==> config.mk <==
export PLATFORM = sky130hd
export DESIGN_NAME = cordic_polar_to_rect_12
export DESIGN_NICKNAME = d
export VERILOG_FILES = /design/src/rtl/cordic_polar_to_rect_12_pkg.sv /design/src/rtl/cordic_microrot_12.sv /design/src/rtl/cordic_polar_to_rect_12.sv
export SDC_FILE = /design/constraint.sdc
export NUM_CORES = 1
export LEC_CHECK = 0
export BUFFER_PORTS_ARGS = -buffer_cell sky130_fd_sc_hd__buf_4
export CORE_MARGIN = 10
export CORE_UTILIZATION = 40
export CTS_BUF_LIST = sky130_fd_sc_hd__clkbuf_8 sky130_fd_sc_hd__clkbuf_16
export DETAILED_ROUTE_END_ITERATION = 8
export PLACE_DENSITY_LB_ADDON = 0.3
export SYNTH_ARGS = -nofsm -noshare
export SYNTH_HDL_FRONTEND = slang
export SYNTH_SLANG_ARGS = --single-unit
==> constraint.sdc <==
create_clock -name clk -period 10.1 [get_ports clk]
set_clock_uncertainty 0.2 [all_clocks]
set_input_delay 1.515 -clock clk [delete_from_list [all_inputs] [get_ports clk]]
set_output_delay 1.515 -clock clk [all_outputs]
set_load 0.02 [all_outputs]
==> src/rtl/cordic_polar_to_rect_12_pkg.sv <==
// Shared constants, state encoding and output rounding for the 12-bit polar-to-rectangular CORDIC.
// Angles use 1024 units per 45 degrees.
package cordic_polar_to_rect_12_pkg;

    localparam int ITER   = 11;
    localparam int KINV   = 622;
    localparam int FRAC   = 4;
    localparam int ANG_45 = 1024;
    localparam int ANG_90 = 2048;
    localparam int XY_W   = 16;
    localparam int Z_W    = 14;

    typedef enum logic [1:0] {
        ST_IDLE,
        ST_ITER,
        ST_DONE
    } state_t;

    // Round half-up on the guard bits, then saturate to the unsigned 10-bit pixel range.
    function automatic logic [9:0] round_clamp(input logic signed [XY_W-1:0] v);
        logic signed [XY_W:0] sum;
        logic signed [XY_W:0] shifted;
        sum     = $signed({v[XY_W-1], v}) + (XY_W+1)'(1 << (FRAC-1));
        shifted = sum >>> FRAC;
        if (shifted < 0)
            return 10'd0;
        else if (shifted > (XY_W+1)'(1023))
            return 10'd1023;
        else
            return 10'(shifted);
    endfunction

endpackage

==> src/rtl/cordic_microrot_12.sv <==
// One combinational CORDIC micro-rotation in rotation mode; direction follows the sign of z.
module cordic_microrot_12
    import cordic_polar_to_rect_12_pkg::*;
(
    input  logic signed [XY_W-1:0] x,
    input  logic signed [XY_W-1:0] y,
    input  logic signed [Z_W-1:0]  z,
    input  logic        [11:0]     thetai,
    input  logic        [3:0]      shift,
    output logic signed [XY_W-1:0] x_next,
    output logic signed [XY_W-1:0] y_next,
    output logic signed [Z_W-1:0]  z_next
);

    logic signed [XY_W-1:0] x_sh;
    logic signed [XY_W-1:0] y_sh;
    logic signed [Z_W-1:0]  step;

    assign x_sh = x >>> shift;
    assign y_sh = y >>> shift;
    assign step = $signed({2'b00, thetai});

    always_comb begin
        if (z >= 0) begin
            x_next = x - y_sh;
            y_next = y + x_sh;
            z_next = z - step;
        end else begin
            x_next = x + y_sh;
            y_next = y - x_sh;
            z_next = z + step;
        end
    end

endmodule

==> src/rtl/cordic_polar_to_rect_12.sv <==
// Iterative rotation-mode CORDIC: (R, Theta) -> saturated (X, Y), one micro-rotation per cycle.
// The arctangent table lives outside; Count3 addresses it and Thetai returns combinationally.
module cordic_polar_to_rect_12
    import cordic_polar_to_rect_12_pkg::*;
(
    input  logic        clk,
    input  logic        rst_n,
    input  logic        Start,
    input  logic [9:0]  R,
    input  logic [11:0] Theta,
    input  logic [11:0] Thetai,
    output logic [3:0]  Count3,
    output logic [9:0]  X,
    output logic [9:0]  Y,
    output logic        Busy,
    output logic        Done
);

    state_t                 state;
    logic signed [XY_W-1:0] x, y;
    logic signed [Z_W-1:0]  z;
    logic signed [XY_W-1:0] x_next, y_next;
    logic signed [Z_W-1:0]  z_next;
    logic        [19:0]     prod;
    logic signed [XY_W-1:0] x_load;
    logic        [11:0]     theta_clamped;

    // Pre-scale by 1/K so the rotated vector comes out at the true radius.
    assign prod          = 20'(R) * 20'(KINV);
    assign x_load        = XY_W'(prod >> (10 - FRAC));
    assign theta_clamped = (Theta > 12'(ANG_90)) ? 12'(ANG_90) : Theta;

    cordic_microrot_12 u_microrot (
        .x      (x),
        .y      (y),
        .z      (z),
        .thetai (Thetai),
        .shift  (Count3),
        .x_next (x_next),
        .y_next (y_next),
        .z_next (z_next)
    );

    // NOTE: every register, datapath included, resets asynchronously and is written with <= only.
    always_ff @(posedge clk or negedge rst_n) begin
        if (!rst_n) begin
            state  <= ST_IDLE;
            Count3 <= 4'd0;
            x      <= '0;
            y      <= '0;
            z      <= '0;
            X      <= 10'd0;
            Y      <= 10'd0;
            Busy   <= 1'b0;
            Done   <= 1'b0;
        end else begin
            Done <= 1'b0;
            case (state)
                ST_IDLE: begin
                    if (Start) begin
                        x      <= x_load;
                        y      <= '0;
                        z      <= $signed({2'b00, theta_clamped});
                        Count3 <= 4'd0;
                        Busy   <= 1'b1;
                        state  <= ST_ITER;
                    end
                end
                ST_ITER: begin
                    x <= x_next;
                    y <= y_next;
                    z <= z_next;
                    if (Count3 == 4'(ITER - 1)) begin
                        Count3 <= 4'd0;
                        state  <= ST_DONE;
                    end else begin
                        Count3 <= Count3 + 4'd1;
                    end
                end
                ST_DONE: begin
                    X      <= round_clamp(x);
                    Y      <= round_clamp(y);
                    Done   <= 1'b1;
                    Busy   <= 1'b0;
                    Count3 <= 4'd0;
                    state  <= ST_IDLE;
                end
                default: state <= ST_IDLE;
            endcase
        end
    end

endmodule
==> results.md <==
- Final Max Tran Viols: 0
- Die area: 0.0303 mm²
- # diodes: 0
- PortBufs: a little over 60
- Dpl cells: roughly 1400
- Top_reg_cell synth: dfrtp_1
- Layout fillers: around 2300
- Skew-Pair Late Insertion Delay: between 0.3 and 0.4 ns
- Most frequent cells in the layout: 121 x nand2_1, 109 x inv_1, 96 x ha_1, 76 x a21oi_1, 72 x dfrtp_1
- Post-route ant nets: 0
- DIE HEIGHT: 174 µm
- Crit Path Max Fanout: 35
- Fraction of registers with async set/reset: between 90% and 100%
- Die width: between 150 and 200 µm
- Fin. Hold Viols: 0
- Status: complete, no violations
- Initial antenna violation count: 0
- EDFF count, synth: 0
- TritonCTS buffer count: 9
- Share of the synthesized area in the top cell type: approximately a fifth
- GRT Total Usage: roughly 16%
- TNS Setup: 0 ns
- # clock sinks: 74
- MaxCap Viol Count: 0
- Slowest cell delay on critical path: around 0.96 ns
- RSZ-0062 raised after global routing: no
- Share of layout cells above drive strength 1: 12.8%
- Largest net degree at the start of global routing: 75
- Setup crit end kind: flop
- Rel. slew slack: a little over a quarter
- DR WL/cell: 16.8 µm
- CP Buf/Inv Count: 0
- CP required: between 10 and 15 ns
- Core area: 0.0234 mm²
- Synth cell types: 75
- Starting Density: 40.5%
- Place WS: about 4.2 ns
- Fmax: 0.177 GHz
- Vias: a little over 8000
- P&R area growth vs syn: 10.3%
- Post-CTS Setup Bufs: 0
- DPL Wire Length: 18900 µm
- CTS resizes: 0
- Syn nets: 1265
- Seq/Total Area, Yosys: 19.5%
- Setup-failing EPs final: 0
- Final hold slack: roughly 0.3 ns
- DRT iter0 DRCs: around 510
- Drc violations: 0
- Area leader, netlist: dfrtp_1
- Worst path cell trace: mux4_2 -> mux2_2 -> or4b_2 -> o31ai_2 -> nor2_1 -> xnor2_1 -> ha_1 -> a21oi_1 -> o21bai_1 -> a2111oi_0 -> o31ai_1 -> a311o_1 -> a31oi_1 -> xor2_1 -> o21ai_0
- Synth Warn #: 0
- Synth top area cells: dfrtp_1 20%, ha_1 13%, mux4_2 7.4%
- Final wirelength: about 24000 µm
- Worst Setup Path Type: flop to flop
- Worst min-delay path class: flop to flop
- Non-Filler Instances: ~1500
- CTS tree: done
- Number of H-tree levels: 3
- Nets: around 1300
- Vias per cell: 5.54
- Syn avg cell area: roughly 8.6 µm²
- First-pass GRT wire length: ~41000 µm
- Vias in the first global route: between 7000 and 8000
- Crit-path slowest cell: dfrtp_2
- Yosys reg bits: 74
- Final WS setup: 4.44 ns
- Tmin final: between 5 and 6 ns
- Tcrit/Tclk final: between 50% and 60%
- Startpoint types: flop
- Critical path arrival: approximately 5.7 ns
- CTS root buf: clkbuf_16
- Rows: between 50 and 60
- Global placement routability congestion: roughly 0.91
- Clock transition at path regs: about 0.07 ns
- Worst-Margin Slew: ~1.1 ns
- DRT Pass-1 Iters: 6
- Mapped Area: ~0.0095 mm²
- Cts hold-fix bufs: 0
- Cells after Synth: 1100
- Most common cell after layout, fill and taps aside: nand2_1
- Clk buf depth: 2
- Family with the most delay on the worst path: compound AO/OA/AOI/OAI gates
- Io pins: 63
- Gr ovfl total: 0
synthesized netlist by cell type (6+ instances only):
cell type    n
a22o_1      23
mux2i_1     12
nor2_1      57
nand2b_1    19
xnor2_1     53
o21ai_0     59
o21a_1       9
buf_1        6
or3_1        8
nor3_1      13
a21o_1      12
a211oi_1    18
clkbuf_1    40
mux4_2      31
nor3b_1      7
nor2b_1     10
fa_1        32
ha_1        96
inv_1      109
o31ai_1     11
a21oi_1     76
dfrtp_1     74
and3_1      21
nand2_1    121
o22ai_1      6
a31oi_1     15
xor2_1      45
nand3_1     20
mux2_2       7
per-layer routing:
layer	vias to the layer above	routed length (µm)	global-route usage [%]
li1	3961	-	-
met1	3868	11300	21.3
met2	192	11600	27.1
met3	30	1020	2.21
met4	0	395	4.13
met5	-	0	0
flip-flops by register name, summed over array words and instances, names as in the netlist:
| register | flops |
|---|---|
| state | 2 |
| Busy | 1 |
| x | 16 |
| Count3 | 4 |
| Y | 10 |
| X | 10 |
| Done | 1 |
| y | 16 |
| z | 14 |
cell families after synthesis:
kind of cell	Yosys count	synth area share [%]
xor+xnor	98	9.05
fa+ha+maj	128	19.4
simple gates	304	15.4
mux	52	10.0
buf+inv	163	6.90
compound gates	281	19.7
flops	74	19.5
final timing paths:
path / from / to / slack [ns] / cells after the start
hold / removal: Busy / Busy / 0.30 / 2
setup / recovery: Count3[0] / x[14] / 4.44 / 15
hold reg to reg: Busy / Busy / 0.30 / 2
setup reg to reg: Count3[0] / x[14] / 4.44 / 15
min in group asynchronous: rst_n / X[6] / 1.13 / 1
max in group asynchronous: rst_n / Count3[0] / 7.92 / 1
final cells by class:
cell class	instances	area (µm²)	share of cell area, %
Clock buffer	9	225	2.15
Clock inverter	7	58.8	0.562
Inverter	109	409	3.91
Multi-Input combinational cell	863	6980	66.7
Sequential cell	74	1850	17.7
Tap cell	319	399	3.82
Timing Repair Buffer	71	533	5.10
metrics by stage:
step                      utilization [%]  area [µm²]
after floorplan                         -        9480
after global placement               43.5       10200
after detailed placement             43.5       10200
after CTS                            44.7       10500
after global routing                 44.7       10500
final                                44.7       10500
worst reg2reg max path, cell delays in order (launching register included):
cell,delay [ns]
dfrtp_2,0.96
mux4_2,0.68
mux2_2,0.30
or4b_2,0.62
o31ai_2,0.15
nor2_1,0.10
xnor2_1,0.15
ha_1,0.33
a21oi_1,0.22
o21bai_1,0.12
a2111oi_0,0.59
o31ai_1,0.27
a311o_1,0.40
a31oi_1,0.20
xor2_1,0.15
o21ai_0,0.08
Power is left out: the tool's default activity adds up to more than one toggle a clock period on the data nets, which glitch-free logic cannot reach.
